===== src/rtl/pipe_hazard_ctrl.sv =====
// Hazard and sequencing controller for the 4-register vector pipeline:
// freeze/stall/flush control, EX forwarding selects, data-memory handshake.
module pipe_hazard_ctrl #(
  parameter int unsigned AW          = 4,
  parameter int unsigned MEM_TIMEOUT = 16,
  parameter int unsigned CNT_W       = 16
) (
  input  logic             CLK,
  input  logic             RST,
  input  logic [AW-1:0]    IDEX_A1_i,
  input  logic [AW-1:0]    IDEX_A2_i,
  input  logic [AW-1:0]    IDEX_A3_i,
  input  logic             IDEX_RF_WE_i,
  input  logic             IDEX_WBSelect_i,
  input  logic [AW-1:0]    ID_A1_i,
  input  logic [AW-1:0]    ID_A2_i,
  input  logic             ID_Use1_i,
  input  logic             ID_Use2_i,
  input  logic [AW-1:0]    EXMEM_A3_i,
  input  logic             EXMEM_RF_WE_i,
  input  logic             EXMEM_WBSelect_i,
  input  logic             EXMEM_MemWE_i,
  input  logic [AW-1:0]    MEMWB_A3_i,
  input  logic             MEMWB_RF_WE_i,
  input  logic             Branch_Taken_i,
  input  logic             Mem_Ready_i,
  output logic             Mem_Req_o,
  output logic             Freeze_o,
  output logic             Bubble_MEMWB_o,
  output logic             Stall_FD_o,
  output logic             Flush_IFID_o,
  output logic             Flush_IDEX_o,
  output logic [1:0]       FwdA_o,
  output logic [1:0]       FwdB_o,
  output logic             Mem_Err_o,
  output logic [1:0]       State_o,
  output logic [CNT_W-1:0] Stall_Cnt_o
);

  typedef enum logic [1:0] {
    RUN      = 2'b00,
    MEM_WAIT = 2'b01,
    ERR      = 2'b10
  } state_t;

  localparam int unsigned WCW = $clog2(MEM_TIMEOUT) + 1;

  state_t           state_q, state_d;
  logic [WCW-1:0]   wcnt_q, wcnt_d;
  logic             err_q;
  logic [CNT_W-1:0] scnt_q;

  logic       memop, freeze, mem_req, load_use;
  logic       stall_fd, fl_ifid, fl_idex;
  logic [1:0] fwd_a, fwd_b;

  assign memop = EXMEM_WBSelect_i | EXMEM_MemWE_i;

  // The request is issued only from RUN, so an op held in EX/MEM while waiting
  // never sees a second request; the next op is requested after release.
  always_comb begin
    state_d = state_q;
    wcnt_d  = wcnt_q;
    freeze  = 1'b0;
    mem_req = 1'b0;
    unique case (state_q)
      RUN: begin
        if (memop) begin
          mem_req = 1'b1;
          if (!Mem_Ready_i) begin
            freeze  = 1'b1;
            wcnt_d  = WCW'(1);
            state_d = MEM_WAIT;
          end
        end
      end
      MEM_WAIT: begin
        if (Mem_Ready_i) begin
          wcnt_d  = '0;
          state_d = RUN;
        end else begin
          freeze = 1'b1;
          wcnt_d = wcnt_q + WCW'(1);
          if (wcnt_q == WCW'(MEM_TIMEOUT - 1)) state_d = ERR;
        end
      end
      ERR:     freeze = 1'b1;
      default: state_d = RUN;
    endcase
  end

  assign load_use = IDEX_WBSelect_i & IDEX_RF_WE_i &
                    ((ID_Use1_i & (ID_A1_i == IDEX_A3_i)) |
                     (ID_Use2_i & (ID_A2_i == IDEX_A3_i)));

  // A taken branch squashes the decode instr, so it wins over load-use.
  always_comb begin
    stall_fd = 1'b0;
    fl_ifid  = 1'b0;
    fl_idex  = 1'b0;
    if (!freeze) begin
      if (Branch_Taken_i) begin
        fl_ifid = 1'b1;
        fl_idex = 1'b1;
      end else if (load_use) begin
        stall_fd = 1'b1;
        fl_idex  = 1'b1;
      end
    end
  end

  always_comb begin
    fwd_a = 2'b00;
    fwd_b = 2'b00;
    if (EXMEM_RF_WE_i && !EXMEM_WBSelect_i && (EXMEM_A3_i == IDEX_A1_i)) fwd_a = 2'b01;
    else if (MEMWB_RF_WE_i && (MEMWB_A3_i == IDEX_A1_i))                 fwd_a = 2'b10;
    if (EXMEM_RF_WE_i && !EXMEM_WBSelect_i && (EXMEM_A3_i == IDEX_A2_i)) fwd_b = 2'b01;
    else if (MEMWB_RF_WE_i && (MEMWB_A3_i == IDEX_A2_i))                 fwd_b = 2'b10;
  end

  always_ff @(posedge CLK) begin
    if (!RST) begin
      state_q <= RUN;
      wcnt_q  <= '0;
      err_q   <= 1'b0;
      scnt_q  <= '0;
    end else begin
      state_q <= state_d;
      wcnt_q  <= wcnt_d;
      if (state_d == ERR) err_q <= 1'b1;
      if ((freeze | stall_fd) && (scnt_q != '1)) scnt_q <= scnt_q + CNT_W'(1);
    end
  end

  assign Mem_Req_o      = RST & mem_req;
  assign Freeze_o       = RST & freeze;
  assign Bubble_MEMWB_o = RST & freeze;
  assign Stall_FD_o     = RST & stall_fd;
  assign Flush_IFID_o   = RST & fl_ifid;
  assign Flush_IDEX_o   = RST & fl_idex;
  assign FwdA_o         = RST ? fwd_a : 2'b00;
  assign FwdB_o         = RST ? fwd_b : 2'b00;
  assign Mem_Err_o      = err_q;
  assign State_o        = state_q;
  assign Stall_Cnt_o    = scnt_q;

endmodule


===== config.mk =====
export PLATFORM = sky130hd
export DESIGN_NAME = pipe_hazard_ctrl
export DESIGN_NICKNAME = d
export VERILOG_FILES = /design/src/rtl/pipe_hazard_ctrl.sv
export SDC_FILE = /design/constraint.sdc
export NUM_CORES = 1
export LEC_CHECK = 0
export CORE_MARGIN = 1.5
export CORE_UTILIZATION = 44
export DETAILED_ROUTE_END_ITERATION = 8
export GPL_TIMING_DRIVEN = 0
export PLACE_DENSITY = 0.92
export SLEW_MARGIN = 30
export SYNTH_ARGS = -nofsm -noshare
export SYNTH_HDL_FRONTEND = slang
export SYNTH_SLANG_ARGS = --single-unit

===== constraint.sdc =====
create_clock -name CLK -period 2.2 [get_ports CLK]
set_input_delay 0.55 -clock CLK [delete_from_list [all_inputs] [get_ports CLK]]
set_output_delay 0.55 -clock CLK [all_outputs]
set_load 0.03 [all_outputs]

# Yosys cells after proc, flatten, opt, wreduce, memory -nomap -nowiden
# Index checks and enable logic that the tools add are counted.
# word_totals
ff_bits	24
inputBits	40
elab_cells	68
# op_classes
add_sub_neg	2
n_eq_ne	13
muxes	27
bitwise	12
n_reduce_logical	10
# op_table
op	n
4-bit == test	6
2-bit 2-to-1 mux	10
16-bit by 1-bit adder with 16-bit output, second input constant	1
16-bit != test, second input constant	1
5-bit 2-to-1 mux	3
1-bit 2-to-1 mux	11
5-bit one-hot mux with 2 select lines	1
1-bit bitwise AND	9
1-bit logical AND	6
2-bit one-hot mux with 3 select lines	1
5-bit by 1-bit adder with 5-bit output, second input constant	1
5-bit by 4-bit == test with 1-bit output, second input constant	1
2-bit == test, second input constant	2
2-bit != test, second input constant	2
1-bit OR	3
1-bit one-hot mux with 3 select lines	1
3-bit AND reduction	1
2-bit by 1-bit == test with 1-bit output, second input constant	1
2-bit zero test	1
2-bit nonzero test	1
1-bit zero test	1

# Depth between registers and ports, before layout
# Gate-level depths: netlist (run 1).
# depth
word_depth	9
ltp_mapped	6
depth_no_buf	6

# Worst setup path before layout (run 1)
# OpenSTA, ideal clock, no wires.
# synth_path
path_type	input -> output
startpoint	input port Mem_Ready_i
endpoint	output port Freeze_o
t_arrival_ns	1.910
required_time_ns	1.650
path_slack_ns	-0.260
cell_stages	6
path_buffers	2
path_cell_list	nor2_1 > o31a_1 > nor2_4 > buf_2 > nor2b_1 > buf_4
# synth_via
elab_chain_cells	4
# synth_rtl
item	line	text
start: declaration	26	input logic Mem_Ready_i,
1-bit 2-to-1 mux (*)	70, 78	
1-bit 2-to-1 mux	68	if (memop) begin
1-bit one-hot mux with 3 select lines (*)	66	unique case (state_q)
1-bit bitwise AND (*)	--	
end: declaration	28	output logic Freeze_o,
# Every way passes the cells marked *; elsewhere a longest branch is shown, timed or not.

# Worst setup path in the final report (run 1)
# layout_path
startpoint	input port IDEX_A3_i[0]
endpoint	output port Flush_IDEX_o
# layout_via
elab_chain_cells	8
word_cells_on_any_way	10
classes_between	eq/ne (2); mux (3); bitwise (5)
# layout_rtl
item	line	text
start: declaration	12	input logic [AW-1:0] IDEX_A3_i,
4-bit == test, on equally long branches	93, 94	
1-bit bitwise AND, on equally long branches	93, 94	
1-bit OR (*)	93	((ID_Use1_i & (ID_A1_i == IDEX_A3_i)) |
1-bit bitwise AND (*)	92	assign load_use = IDEX_WBSelect_i & IDEX_RF_WE_i &
1-bit 2-to-1 mux (*)	105	end else if (load_use) begin
1-bit 2-to-1 mux (*)	102	if (Branch_Taken_i) begin
1-bit 2-to-1 mux (*)	101	if (!freeze) begin
1-bit bitwise AND (*)	140	assign Flush_IDEX_o = RST & fl_idex;
end: declaration	32	output logic Flush_IDEX_o,
# Marks and branches as above.

==> results of run 1 <==
cell families (layout without fill, tap and decap cells):
kind of cell	after synthesis	in the layout
simple gates	100	100
compound gates	34	34
flops	24	24
xor+xnor	22	22
buf+inv	18	103
mux	16	16
fa+ha+maj	3	3
synthesized netlist by cell type (all sizes together) (2+ instances only):
cell	number	area share (%)
a211oi	8	4.6
a21oi	9	2.8
a22oi	3	1.6
and2	3	1.1
and3	6	2.1
buf	4	2.0
clkbuf	5	1.1
dfxtp	24	27
ha	3	2.1
inv	9	1.9
mux2i	16	9.1
nand2	32	6.9
nand2b	13	4.6
nand3	10	3.1
nand3b	3	1.3
nand4	3	1.1
nor2	14	4.4
nor2b	5	1.8
nor3	7	2.0
nor4	2	0.71
o21ai	4	1.6
xnor2	10	5.0
xor2	12	6.0
stage by stage:
stage / hold WS (ns) / instances / setup slack (ns)
finish: 0.4714 / 350 / -0.01676
global route: 0.4991 / 350 / -0.03643
CTS: 0.4729 / 347 / -0.05391
detailed placement: 0.4608 / 332 / -1.175
global placement: 0.4463 / 332 / -1.140
floorplan: 0.4238 / 217 / -0.04931
worst max-delay path by stage:
stage / to / cells after the start / start
after floorplan: Freeze_o / 6 / Mem_Ready_i
after global placement: Flush_IDEX_o / 7 / EXMEM_MemWE_i
after detailed placement: Flush_IDEX_o / 7 / EXMEM_MemWE_i
after CTS: Flush_IDEX_o / 6 / State_o[0]
after global routing: Stall_FD_o / 8 / EXMEM_MemWE_i
final: Flush_IDEX_o / 7 / IDEX_A3_i[0]
timing repair:
action	CTS	global route
gates cloned	0	0
gates resized for setup	145	26
endpoints found under the setup margin	10	9
pin swaps	27	20
buffers inserted	11	4
area by class of cell:
cell class	count	area, um2	share of cell area [%]
buffer	8	56.30	2.106
clock buffer	4	55.05	2.059
inverter	9	33.78	1.263
multi-input combinational	175	1286	48.10
sequential	24	481.7	18.02
tap	48	60.06	2.246
timing repair buffer	82	700.7	26.21
worst reg2reg max path, delay by kind of cell, from the launching register on:
kind	cells	cell delay (ns)
AO/OA/AOI/OAI	1	0.28
buffers and inverters	3	0.42
flip-flops	1	0.44
multiplexers	1	0.25
AND/OR/NAND/NOR	2	0.39
registers in the layout, indices dropped and copies added, names as in the netlist:
register / flops
State_o: 2
wcnt_q: 5
Stall_Cnt_o: 16
Mem_Err_o: 1
per-layer routing:
layer  share of wire (%)  vias up
li1                    -      919
met1                  40      898
met2                  51       67
met3                 7.6        9
met4                 1.7        0
met5                   0        -
where the power goes:
part / switching, mW / leakage (nW) / internal (mW)
combinational: 0.139 / 0.857 / 0.133
clock: 0.139 / 0.0288 / 0.160
sequential: 0.0103 / 0.194 / 0.441
cell usage in the layout (no fill, tap or decap), types with 3 or more instances in the layout:
master | Yosys | final
ha_1 | 3 | 3
a211oi_2 | 4 | 4
nand2_1 | 32 | 31
clkdlybuf4s50_1 | 0 | 20
nand3_1 | 9 | 9
buf_2 | 1 | 6
buf_4 | 1 | 17
and2_1 | 3 | 3
clkbuf_8 | 0 | 4
a211oi_1 | 4 | 4
inv_2 | 0 | 3
xor2_1 | 12 | 11
nor2b_1 | 5 | 4
clkdlybuf4s15_1 | 0 | 7
mux2i_1 | 16 | 16
dlygate4sd2_1 | 0 | 13
buf_6 | 2 | 10
a21oi_1 | 8 | 8
nor3_2 | 0 | 5
nor2_1 | 12 | 10
nand2b_1 | 13 | 12
nand3b_1 | 3 | 3
and3_1 | 6 | 6
nand4_1 | 3 | 3
xnor2_1 | 10 | 10
clkbuf_2 | 0 | 12
inv_1 | 9 | 6
dfxtp_1 | 24 | 23
==> impl_results.md, run 1 <==
- Post-synthesis sequential area ratio: 27.41%
- DRT antenna net count: 0
- Wire per inst: about 15 um
- Post-synthesis mux area share: about 9.1%
- Startpoint Class: input port
- Hold-fix buffers, CTS: 0
- Reg2Reg Setup Slack: between 0.3 and 0.4 ns
- GPL Wtd Cong: 0.9075
- 1st-pass router iterations: 4
- Mapped Cells: between 200 and 250
- Post-route cell area: 0.002674 mm2
- Core area: roughly 0.0037 mm2
- Hold path depth: 1
- Crit path time final: around 2.2 ns
- Busiest layer in global routing: met2
- PD cells: approximately 380 mW/mm2
- Status: complete, but fails checks
- Clock Skew: ~0.003 ns
- Max-Cap Viols: 0
- Post-synthesis cell type count: 44
- R2R Path End: Stall_Cnt_o[15]
- Slowest library cell on the worst path: nor3_2
- Crit-path leading delay family: simple AND/OR/NAND/NOR gates
- P_leak: 1.080 nW
- Max-slew violations: 0
- H-tree level count: 1
- Met3 usage: under 10%
- Num rows: 22
- Period utilisation layout: 100.8%
- First-pass GRT wire length: between 8 and 9 mm
- Reg2reg start: State_o[1]
- Clock Sinks: 24
- Max VDD drop: a little under 0.4 mV
- Setup Total Neg Slack: -0.01833 ns
- Worst-Skew Late Latency: 0.27 ns
- Setup crit end kind: output pin
- #FFs+latches synth: 24
- Maximum root-to-sink buffer count: 2
- Vias in the first global route: around 1900
- Critical path, cell by cell: clkdlybuf4s15_2 -> xor2_1 -> nor3_2 -> a22oi_1 -> nor2_1 -> o21ba_4 -> buf_6
- Total Wirelength: between 5 and 6 mm
- Area Growth Syn to Fin: 52.53%
- Die Width: 66.12 um
- Die Area: around 0.0044 mm2
- Worst Hold Launch: wcnt_q[3]
- Hold path endpoint: wcnt_q[3]
- Yosys warns: 0
- GRT Total Usage: between 20% and 30%
- CTS root buf: clkbuf_8
- Power consumption: slightly above 1 mW
- Arr. time, crit path: 1.67 ns
- Dominant synthesized flop cell: dfxtp_1
- Worst hold path class: reg -> reg
- Slew margin rel.: between 60% and 70%
- Hpwl dp: approximately 3.6 mm
- Ys async rst share: 0%
- Starting DRT DRC Count: 65
- Fin util: a little under three quarters
- Clock-pin slew on the worst setup and hold paths: roughly 0.080 ns
- Via count: 1893
- Post-synthesis simple-gate area fraction: roughly 30%
- Setup violators final: 2
- Fin nets: ~350
- Failing checks: setup timing
- Met1 Usage GRT: about a quarter
- Post-synthesis compound-gate area fraction: about 15%
- Post-route DRC: 0
- GR Overflow Total: 0
- Post-synth EDFFs: 0
- Xor and xnor area share after synthesis: about 11%
- Dpl cell area: 0.002516 mm2
- Antenna violations before repair: 0
- Largest family of logic cells by synthesized area: simple AND/OR/NAND/NOR gates
- ANT cells: 0
- Synth Cell Area: between 0.0015 and 0.002 mm2
- Crit path kind: in -> out
- Fin worst setup slack: -0.01676 ns
- I/O Pins: a little under 70
- GRT met2 Usage: roughly 45%
- Synth Area in Adders: between 2 and 2.5%
- CP max FO: 2
- Buf/Inv on CP: 2
- CTS tree: yes
- FMAX: about 450 MHz
- Vias per std cell: between 5 and 6
- Largest net degree at the start of global routing: 14
- Slew @ Worst Pin: slightly above 0.5 ns
- # port buffers: between 60 and 70
- Initial core utilization: between 40% and 50%
- WP data required: roughly 1.7 ns
- Syn Nets: 260
- RSZ-0062 raised after global routing: true
- Hold Fails Final Rpt: 0
- Die Y-Extent: 66.12 um
- Share of post-route cells with drive strength above 1: between 20 and 30%
- Filler cell count: about 300
- TritonCTS buffer count: 3
- FF-to-FF path depth: 7
- Syn Area/Cell: between 8 and 9 um2
- Largest stage delay, worst path: ~0.21 ns
(Power assumes the default switching activity.)
==> inputs of run 2 (changes only) <==
--- a/config.mk
+++ b/config.mk
@@ -10,6 +10,7 @@
 export DETAILED_ROUTE_END_ITERATION = 8
 export GPL_TIMING_DRIVEN = 0
 export PLACE_DENSITY = 0.92
+export SETUP_SLACK_MARGIN = 0.05
 export SLEW_MARGIN = 30
 export SYNTH_ARGS = -nofsm -noshare
 export SYNTH_HDL_FRONTEND = slang
==> run 2 against run 1 <==
Clock skew up 0.00098 ns. Global-route usage down 0.21 points. Cell count down 0.29%. Routed wire length down 4.4%. Sequential power about the same. Fmax up 1.0%. Via count down 1.2%. Clock power up 3%. Die area unchanged. Hold slack better by 0.0065 ns. The run now ends clean. Clock-buffer cell count unchanged. Combinational power down 3%.
==> impl_results.md, run 2 (synthesis gave the netlist of run 1 again) <==
- Status: complete, no violations
- P_leak: 1.069 nW
- Share of post-route cells with drive strength above 1: a little under a third
- Most frequent cells in the layout: 31 x nand2_1, 22 x dfxtp_1, 20 x clkdlybuf4s50_1
- Antenna violations before repair: 0
- Largest stage delay, worst path: 0.33 ns
- Vias in the first global route: roughly 1900
- Core area: between 0.003 and 0.004 mm2
- Hpwl dp: roughly 3.4 mm
- Die Width: ~66 um
- Clock-pin slew on the worst setup and hold paths: roughly 0.08 ns
- Slew @ Worst Pin: about 0.5 ns
- Hold Fails Final Rpt: 0
- CP max FO: 5
- Total Wirelength: roughly 4.9 mm
- Startpoint Class: input port
- First-pass GRT wire length: 8.017 mm
- ANT cells: 0
- H-tree level count: 1
- Post-route DRC: 0
- CTS root buf: clkbuf_8
- Clock Skew: roughly 0.0039 ns
- Filler cell count: just over 300
- Period utilisation layout: between 90% and 100%
- I/O Pins: 69
- Die Area: 0.004372 mm2
- Max reg flops: 16
- Max-slew violations: 0
- Largest net degree at the start of global routing: 14
- Initial core utilization: 46.82%
- Hold-fix buffers, CTS: 0
- Maximum root-to-sink buffer count: 2
- Vias per std cell: about 5.4
- GR Overflow Total: 0
- Setup Total Neg Slack: 0 ns
- Die Y-Extent: between 60 and 70 um
- Wire per inst: 14.05 um
- Critical path, cell by cell: buf_2 -> o31a_1 -> nor2_4 -> buf_6 -> nand2_4 -> o21ba_4 -> buf_6
- Commonest non-fill, non-tap cell in the layout: nand2_1
- DRT antenna net count: 0
- 1st-pass router iterations: 4
- RSZ-0062 raised after global routing: true
- Fin nets: 345
- Worst hold path class: reg -> reg
- Dpl cell area: around 0.0025 mm2
- Arr. time, crit path: 1.64 ns
- Num rows: 22
- Slew margin rel.: between 60 and 70%
- Max-Cap Viols: 0
- GRT Total Usage: a little under a quarter
- Starting DRT DRC Count: between 60 and 70
- WP data required: about 1.7 ns
- Crit path time final: between 2 and 2.5 ns
- Setup crit end kind: output pin
- Area Growth Syn to Fin: 52.03%
- Clock Sinks: 24
- Via count: 1870
- Setup violators final: 0
- Cell mode on critical path: buf_6
- GPL Wtd Cong: around 0.84
- # port buffers: between 60 and 70
- Slowest library cell on the worst path: o31a_1
- Max VDD drop: about 0.37 mV
- Post-route cell area: approximately 0.0027 mm2
- CTS tree: yes
- FMAX: between 400 and 500 MHz
- Worst-Skew Late Latency: 0.27 ns
- TritonCTS buffer count: 3
- PD cells: 382.9 mW/mm2
- Crit path kind: in -> out
==> run 2: cell count changes in the layout (fill, tap and decap cells not counted), sizes merged <==
| cell | delta |
|---|---|
| buf | +6 |
| dlymetal6s2s | -1 |
| clkdlybuf4s15 | -2 |
| dlygate4sd2 | -4 |
==> run 2: layer usage <==
layer | GRT usage (%) | routed length [um] | vias to the layer above | part of all wire [%]
li1 | - | - | 914 | -
met1 | 26.99 | 1998 | 880 | 41
met2 | 43.00 | 2483 | 65 | 51
met3 | 3.407 | 326 | 11 | 6.6
met4 | 7.143 | 95 | 0 | 1.9
met5 | 0 | 0 | - | 0
==> run 2: path summary, 6_finish.rpt <==
path	start	end	slack [ns]	cells past startpoint
worst max-delay path	EXMEM_MemWE_i	Flush_IDEX_o	0.005	7
worst min-delay path	wcnt_q[3]	wcnt_q[3]	0.48	1
worst max register to register	Stall_Cnt_o[0]	Stall_Cnt_o[14]	0.48	6
worst min register to register	wcnt_q[3]	wcnt_q[3]	0.48	1
==> run 2: power breakdown <==
group	leakage [nW]	switching (mW)	internal (mW)
clock	0.0288	0.147	0.160
sequential	0.195	0.00752	0.440
combinational	0.845	0.137	0.129
==> run 2: timing repair <==
action,in CTS,in global routing
endpoints found under the setup margin,14,10
buffers inserted,11,2
pin swaps,29,20
resized for setup,168,25
==> run 2: stage by stage <==
stage	setup WS, ns	hold slack, ns	std cells	utilization [%]	total power [mW]
final	0.005114	0.4779	349	71.19	1.020
after global routing	-0.05067	0.4914	349	71.19	1.066
after CTS	0.007430	0.4717	347	71.49	1.013
after detailed placement	-1.159	0.4560	332	67.31	0.7122
after global placement	-1.128	0.4477	332	67.31	0.7053
after floorplan	-0.02485	0.4238	217	-	0.5863
==> run 2: worst max-delay path: cells and delay by family <==
family,cells,cell delay (ns)
AO/OA/AOI/OAI,2,0.56
buffers and inverters,3,0.37
AND/OR/NAND/NOR,2,0.17
==> run 2: cell type report <==
cell class	count	area (um2)	share of cell area, %
clock buffers	4	55.05	2.066
well taps	48	60.06	2.254
flip-flops and latches	24	485.5	18.22
multi-input cells	175	1303	48.87
inverters	9	33.78	1.268
repair buffers	80	660.6	24.79
plain buffers	9	67.56	2.535
==> inputs of run 3 (changes only) <==
--- a/config.mk
+++ b/config.mk
@@ -5,6 +5,7 @@
 export SDC_FILE = /design/constraint.sdc
 export NUM_CORES = 1
 export LEC_CHECK = 0
+export CAP_MARGIN = 10
 export CORE_MARGIN = 1.5
 export CORE_UTILIZATION = 44
 export DETAILED_ROUTE_END_ITERATION = 8
==> results of run 3 <==
Same layout as run 2: the final DEF is identical, and so are final timing and power.
